**config.mk**
```make
export PLATFORM = sky130hd
export DESIGN_NAME = count_enable_gen
export DESIGN_NICKNAME = d
export VERILOG_FILES = /design/src/rtl/count_enable_gen.sv
export SDC_FILE = /design/constraint.sdc
export NUM_CORES = 1
export LEC_CHECK = 0
export CAP_MARGIN = 20
export CORE_ASPECT_RATIO = 1.1
export CORE_MARGIN = 1.5
export CORE_UTILIZATION = 47
export CTS_BUF_LIST = sky130_fd_sc_hd__clkbuf_16
export CTS_CLUSTER_SIZE = 16
export DETAILED_ROUTE_END_ITERATION = 12
export HOLD_SLACK_MARGIN = 0.02
export PLACE_DENSITY_LB_ADDON = 0.25
export SYNTH_ARGS = -nofsm -noshare
export SYNTH_HDL_FRONTEND = slang
export SYNTH_SLANG_ARGS = --single-unit
```
**constraint.sdc**
```tcl
create_clock -name clk -period 1.9 [get_ports clk]
set_clock_uncertainty 0.15 [all_clocks]
set_input_delay 0.38 -clock clk [delete_from_list [all_inputs] [get_ports clk]]
set_output_delay 0.38 -clock clk [all_outputs]
set_load 0.005 [all_outputs]
```
**src/rtl/count_enable_gen.sv**
```systemverilog
// count_enable_gen: prescaled enable-tick generator (free-run, burst, step) for the up/down counters.
// Define COUNT_ENABLE_GEN_SYNC_EN to pass start/stop/step through 2-flop synchronizers.
module count_enable_gen #(
  parameter int DIV_W   = 8,
  parameter int BURST_W = 4
) (
  input  logic               clk,
  input  logic               rst,
  input  logic [DIV_W-1:0]   div,
  input  logic [1:0]         mode,
  input  logic [BURST_W-1:0] burst_len,
  input  logic               start,
  input  logic               stop,
  input  logic               step,
  output logic               enable,
  output logic               busy,
  output logic               done
);
  localparam logic [1:0] IDLE  = 2'd0;
  localparam logic [1:0] RUN   = 2'd1;
  localparam logic [1:0] BURST = 2'd2;
  logic [1:0]         state;
  logic [DIV_W-1:0]   pre, div_r;
  logic [BURST_W-1:0] rem;
  logic               start_d, step_d, start_i, stop_i, step_i;
`ifdef COUNT_ENABLE_GEN_SYNC_EN
  logic [1:0] start_s, stop_s, step_s;
  always_ff @(posedge clk or negedge rst)
    if (!rst) begin
      start_s <= '0;
      stop_s  <= '0;
      step_s  <= '0;
    end else begin
      start_s <= {start_s[0], start};
      stop_s  <= {stop_s[0], stop};
      step_s  <= {step_s[0], step};
    end
  assign start_i = start_s[1];
  assign stop_i  = stop_s[1];
  assign step_i  = step_s[1];
`else
  assign start_i = start;
  assign stop_i  = stop;
  assign step_i  = step;
`endif
  logic start_edge, step_edge, tick;
  assign start_edge = start_i & ~start_d;
  assign step_edge  = step_i & ~step_d;
  assign tick       = pre == div_r;
  always_ff @(posedge clk or negedge rst)
    if (!rst) begin
      state   <= IDLE;
      pre     <= '0;
      div_r   <= '0;
      rem     <= '0;
      start_d <= 1'b0;
      step_d  <= 1'b0;
      enable  <= 1'b0;
      busy    <= 1'b0;
      done    <= 1'b0;
    end else begin
      start_d <= start_i;
      step_d  <= step_i;
      enable  <= 1'b0;
      done    <= 1'b0;
      if (state == IDLE) begin
        busy <= 1'b0;
        if (start_edge && (mode == 2'b01 || (mode == 2'b10 && burst_len != '0))) begin
          state <= (mode == 2'b01) ? RUN : BURST;
          busy  <= 1'b1;
          pre   <= '0;
          div_r <= div;
          rem   <= burst_len;
        end else begin
          done   <= start_edge && mode == 2'b10;
          enable <= step_edge && mode == 2'b11;
        end
      end else if (stop_i) begin
        // abort suppresses any tick that would land on this edge
        state <= IDLE;
        busy  <= 1'b0;
        pre   <= '0;
        rem   <= '0;
      end else if (tick) begin
        enable <= 1'b1;
        pre    <= '0;
        if (state == BURST) begin
          rem <= rem - 1'b1;
          if (rem == 1) begin
            done  <= 1'b1;
            state <= IDLE;
          end
        end
      end else begin
        pre <= pre + 1'b1;
      end
    end
endmodule

```
Yosys cells after proc, flatten, opt, wreduce, memory -nomap -nowiden --
Index checks and enable logic that the tools add are counted. W data, S select, Z words.
Storage, ports and cells: flip-flop bits (word level) 27, memories 0, memory bits (read-only) 0, logic and storage cells 65, RAM bits 0, input port bits 19, bits in latches 0
Cells by class: multipliers 0, reductions and logical operators 14, bitwise operators 4, shifts and indexed selects 0, multiplexer cells 29, add/subtract/negate cells 2, div/mod/pow operators 0, $lt $le $gt $ge 0, equality and inequality tests 7
Operators with widths (number):
- $mux W8 | 4
- $mux W4 | 5
- $mux W2 | 7
- $mux W1 | 13
- $reduce_bool A3 Y1 | 3
- $add A8 B1 Y8 const B | 1
- $eq A8 B8 Y1 | 1
- $eq A2 B2 Y1 const B | 3
- $eq A4 B1 Y1 const B | 1
- $logic_and A1 B1 Y1 | 4
- $reduce_and A4 Y1 | 1
- $reduce_bool A4 Y1 | 1
- $sub A4 B1 Y4 const B | 1
- $reduce_and A3 Y1 | 1
- $and A1 B1 Y1 | 2
- $eq A2 B1 Y1 const B | 1
- $logic_not A2 Y1 | 1
- $ne A2 B1 Y1 const B | 1
- $not A1 Y1 | 2
- $reduce_and A2 Y1 | 1
- $reduce_bool A2 Y1 | 1
- $logic_or A1 B1 Y1 | 1

Depth between registers and ports, before layout --
depth in word-level cells 6, depth in mapped cells 6, mapped depth without buffers 5

Worst setup path before layout --
Ideal clock, no wire load.
kind in2reg, start point input port burst_len[2], end point register div_r[0], cell stages on the path 6, setup slack 74 ps, required time 1625 ps, arrival 1551 ps, cells stage by stage nor4_4 -> nor2b_2 -> o21ai_1 -> or3_1 -> buf_6 -> mux2_4
On the way: cells in the longest elaborated chain, start to end 5
Ends and longest elaborated chain:
- from (decl) | RTL line 11 | input logic [BURST_W-1:0] burst_len,
- $reduce_bool A4 Y1 | RTL line 68 | if (start_edge && (mode == 2'b01 || (mode == 2'b10 && burst_len != '0))) begin
- $logic_and A1 B1 Y1 | RTL line 68
- $logic_or A1 B1 Y1 | RTL line 68
- $logic_and A1 B1 Y1 | RTL line 68
- $reduce_and A2 Y1 (no source line)
- to (signal assigned) | RTL line 72 | div_r <= div;
- to (decl) | RTL line 23 | logic [DIV_W-1:0] pre, div_r;
Every way passes these cells. A chain may end at the register's enable or synchronous reset.

Worst setup path in the final report --
start point register pre[3], end point register done
On the way: cells in the longest elaborated chain, start to end 4
Ends and longest elaborated chain:
- from (decl) | RTL line 23
- from (signal assigned) | RTL line 95 | pre <= pre + 1'b1;
- $eq A8 B8 Y1 | RTL line 49 | assign tick = pre == div_r;
- $mux W1 | RTL line 84 | end else if (tick) begin
- $mux W1 | RTL line 78 | end else if (stop_i) begin
- $mux W1 | RTL line 66 | if (state == IDLE) begin
- to (signal assigned) | RTL line 65 | done <= 1'b0;
- to (signal assigned) | RTL line 75 | done <= start_edge && mode == 2'b10;
- to (signal assigned) | RTL line 90 | done <= 1'b1;
- to (decl) | RTL line 17 | output logic done
Every way passes these cells.

==> impl_metrics.toml <==
[routing]
first_pass_iters = 4
drtAntennaViolNets = 0
initialDrtViolationCount = 40
wl_um = 3170
wl_per_cell_um = 15.0
dr_total_vias = 1186
routed_via_density = 5.62
drc = 0

[power_and_ir_drop]
leakagePower_nw = 0.948
irDropWorstVdd_mv = 0.895
p_per_area_nw_per_um2 = 873

[logic_synthesis]
synth_edf_count = 0
ys_warn_count = 0
synth_top_flop_cell = "dfrtp_1"
synth_area_um2 = 1440
syn_nets = 151
synth_area_per_cell_um2 = 11.2
ys_ff_latch = 27
syn_inst = 129
async_flop_share = 1.00
ys_types = 40
synth_sequential_area_ratio = 0.468

[final_layout]
drive_gt1_frac = 0.292
regArea_um2 = 677
multi_input_area_um2 = 764
diodes = 0
final_util = 0.701
final_common_cell = "dfrtp_1"
nets = 201
fillCellCount = 218
syn_to_final_growth_pct = 38.6
layout_common_cells = "dfrtp_1, buf_4, clkdlybuf4s50_1"

[timing]
finalHoldViolCount = 0
min_period_over_period = 0.965
period_minus_slack_ns = 1.83
fmax_mhz = 546
maxSlewViolCount = 0
setup_violations = 0
worst_slew_pin_slew_ns = 0.330
timing.final.ws_setup_ns = 0.0669
relSlewSlack = 0.780

[clocking]
h-tree-depth = 1
cts_hold_buf = 0
root_buffer = "clkbuf_16"
clk_pin_slew_worst_paths_ns = 0.06
cts_buffers = 3
clk_latency_ns = 0.26
cts_tree = "yes"
clk_path_buf_depth = 2
cts_sinks = 27

[worst_setup_path]
critPathMaxFanout = 5
path_class = "reg2reg"
arrival_ns = 1.87
critPathLaunchType = "flop"
end_kind = "flop"
crit_required_ns = 1.94

[grt]
grt_overflow_total = 0
antenna_found_initial = 0
grt_util_all_layers = 0.209
grt_pass1_vias = 1211
grt_pass1_wl_um = 5530
grt_start_max_net_pins = 28

[die]
dieArea_um2 = 3410
coreArea_um2 = 2850
fp.dieW_um = 55.8
die_height_um = 61.1
ios = 22
row_count = 20
initial_core_util = 0.506

[place]
io_buffers = 21
place_ws_ns = -0.475
dp.final_hpwl_um = 2370
place.gp.congestion = 0.865

[hold_path]
hold_class = "in2reg"

[run_status]
status = "finished, final reports clean"

[flow_run]
maxCapViolations = 0
worst max-delay path: stages, from the launching register on:
cell and delay (ns):
dfrtp_1 0.43, xnor2_1 0.18, nand4_1 0.14, or2_1 0.28, or4_4 0.42, o21ai_2 0.15
cells by family after synthesis:
logic type,after synthesis,share of synthesized area
compound gates,28,0.127
xor+xnor,11,0.0668
fa+ha+maj,3,0.0260
buf+inv,9,0.0295
flops,27,0.468
mux,10,0.0980
simple gates,41,0.185
stage by stage:
step / instances / area [um^2] / hold slack [ns] / total power, mW / TNS (ns)
5_1_grt: 211 / 2000 / 0.271 / 1.86 / -0.0579
6_report: 211 / 2000 / 0.281 / 1.75 / 0
4_1_cts: 209 / 1960 / 0.270 / 1.75 / 0
2_1_floorplan: 129 / 1440 / -0.0656 / 1.08 / 0
3_5_place_dp: 205 / 1860 / 0.321 / 1.28 / -6.66
3_3_place_gp: 205 / 1860 / 0.313 / 1.25 / -6.07
cell type report:
cell class,instances,area share
Clock buffer,3,0.0375
Clock inverter,1,0.00250
Timing Repair Buffer,48,0.207
Tap cell,33,0.0207
Inverter,6,0.0113
Multi-Input combinational cell,93,0.382
Sequential cell,27,0.339
path summary, 6_finish.rpt:
| check | startpoint | end | depth (start not counted) | slack [ns] |
|---|---|---|---|---|
| setup reg to reg | pre[3]$_DFFE_PN0P_ | done$_DFF_PN0_ | 5 | 0.07 |
| hold / removal | start | start_d$_DFF_PN0_ | 1 | 0.28 |
| min in group asynchronous | rst | pre[7]$_DFFE_PN0P_ | 2 | 0.34 |
| max in group asynchronous | rst | pre[5]$_DFFE_PN0P_ | 2 | 1.00 |
| hold reg to reg | busy$_DFFE_PN0N_ | busy$_DFFE_PN0N_ | 2 | 0.34 |
| setup / recovery | pre[3]$_DFFE_PN0P_ | done$_DFF_PN0_ | 5 | 0.07 |
what timing repair did:
item,CTS,global route
gates resized for setup,15,6
gates cloned,0,0
pin swaps,3,6
setup endpoints to repair,12,18
buffers inserted,0,2
synthesized netlist by cell type, types with 2 or more instances:
| library cell | number | area share |
|---|---|---|
| a211oi_1 | 2 | 0.010 |
| a21o_1 | 4 | 0.021 |
| a21oi_1 | 2 | 0.0069 |
| and3_1 | 4 | 0.017 |
| dfrtp_1 | 27 | 0.47 |
| ha_1 | 3 | 0.026 |
| inv_1 | 6 | 0.016 |
| mux2_4 | 8 | 0.083 |
| nand2_1 | 6 | 0.016 |
| nand2b_1 | 3 | 0.013 |
| nand3_1 | 4 | 0.014 |
| nand4_1 | 3 | 0.013 |
| nand4bb_1 | 2 | 0.016 |
| nor2_1 | 2 | 0.0052 |
| nor2b_1 | 2 | 0.0087 |
| nor3_1 | 2 | 0.0069 |
| nor3b_1 | 4 | 0.021 |
| o21ai_0 | 7 | 0.024 |
| o21ai_1 | 3 | 0.010 |
| o22ai_1 | 5 | 0.022 |
| xnor2_1 | 11 | 0.067 |
metal layers:
layer  share of wire  GRT usage
met1            0.43      0.252
met2            0.51      0.374
met3           0.053     0.0525
met4           0.010     0.0748
met5               0          0
flip-flops by register name, indices dropped and copies added (netlist names):
register / flops
enable: 1
start_d: 1
step_d: 1
done: 1
pre: 8
busy: 1
rem: 4
state: 2
div_r: 8
report_power, final:
| group | switching, mW | total (mW) | internal, mW | leakage (nW) |
|---|---|---|---|---|
| clock | 0.180 | 0.464 | 0.283 | 0.0409 |
| combinational | 0.206 | 0.502 | 0.296 | 0.563 |
| sequential | 0.0967 | 0.780 | 0.683 | 0.343 |
| total | 0.483 | 1.75 | 1.26 | 0.948 |
No activity file was read; power rests on OpenSTA's default activity.
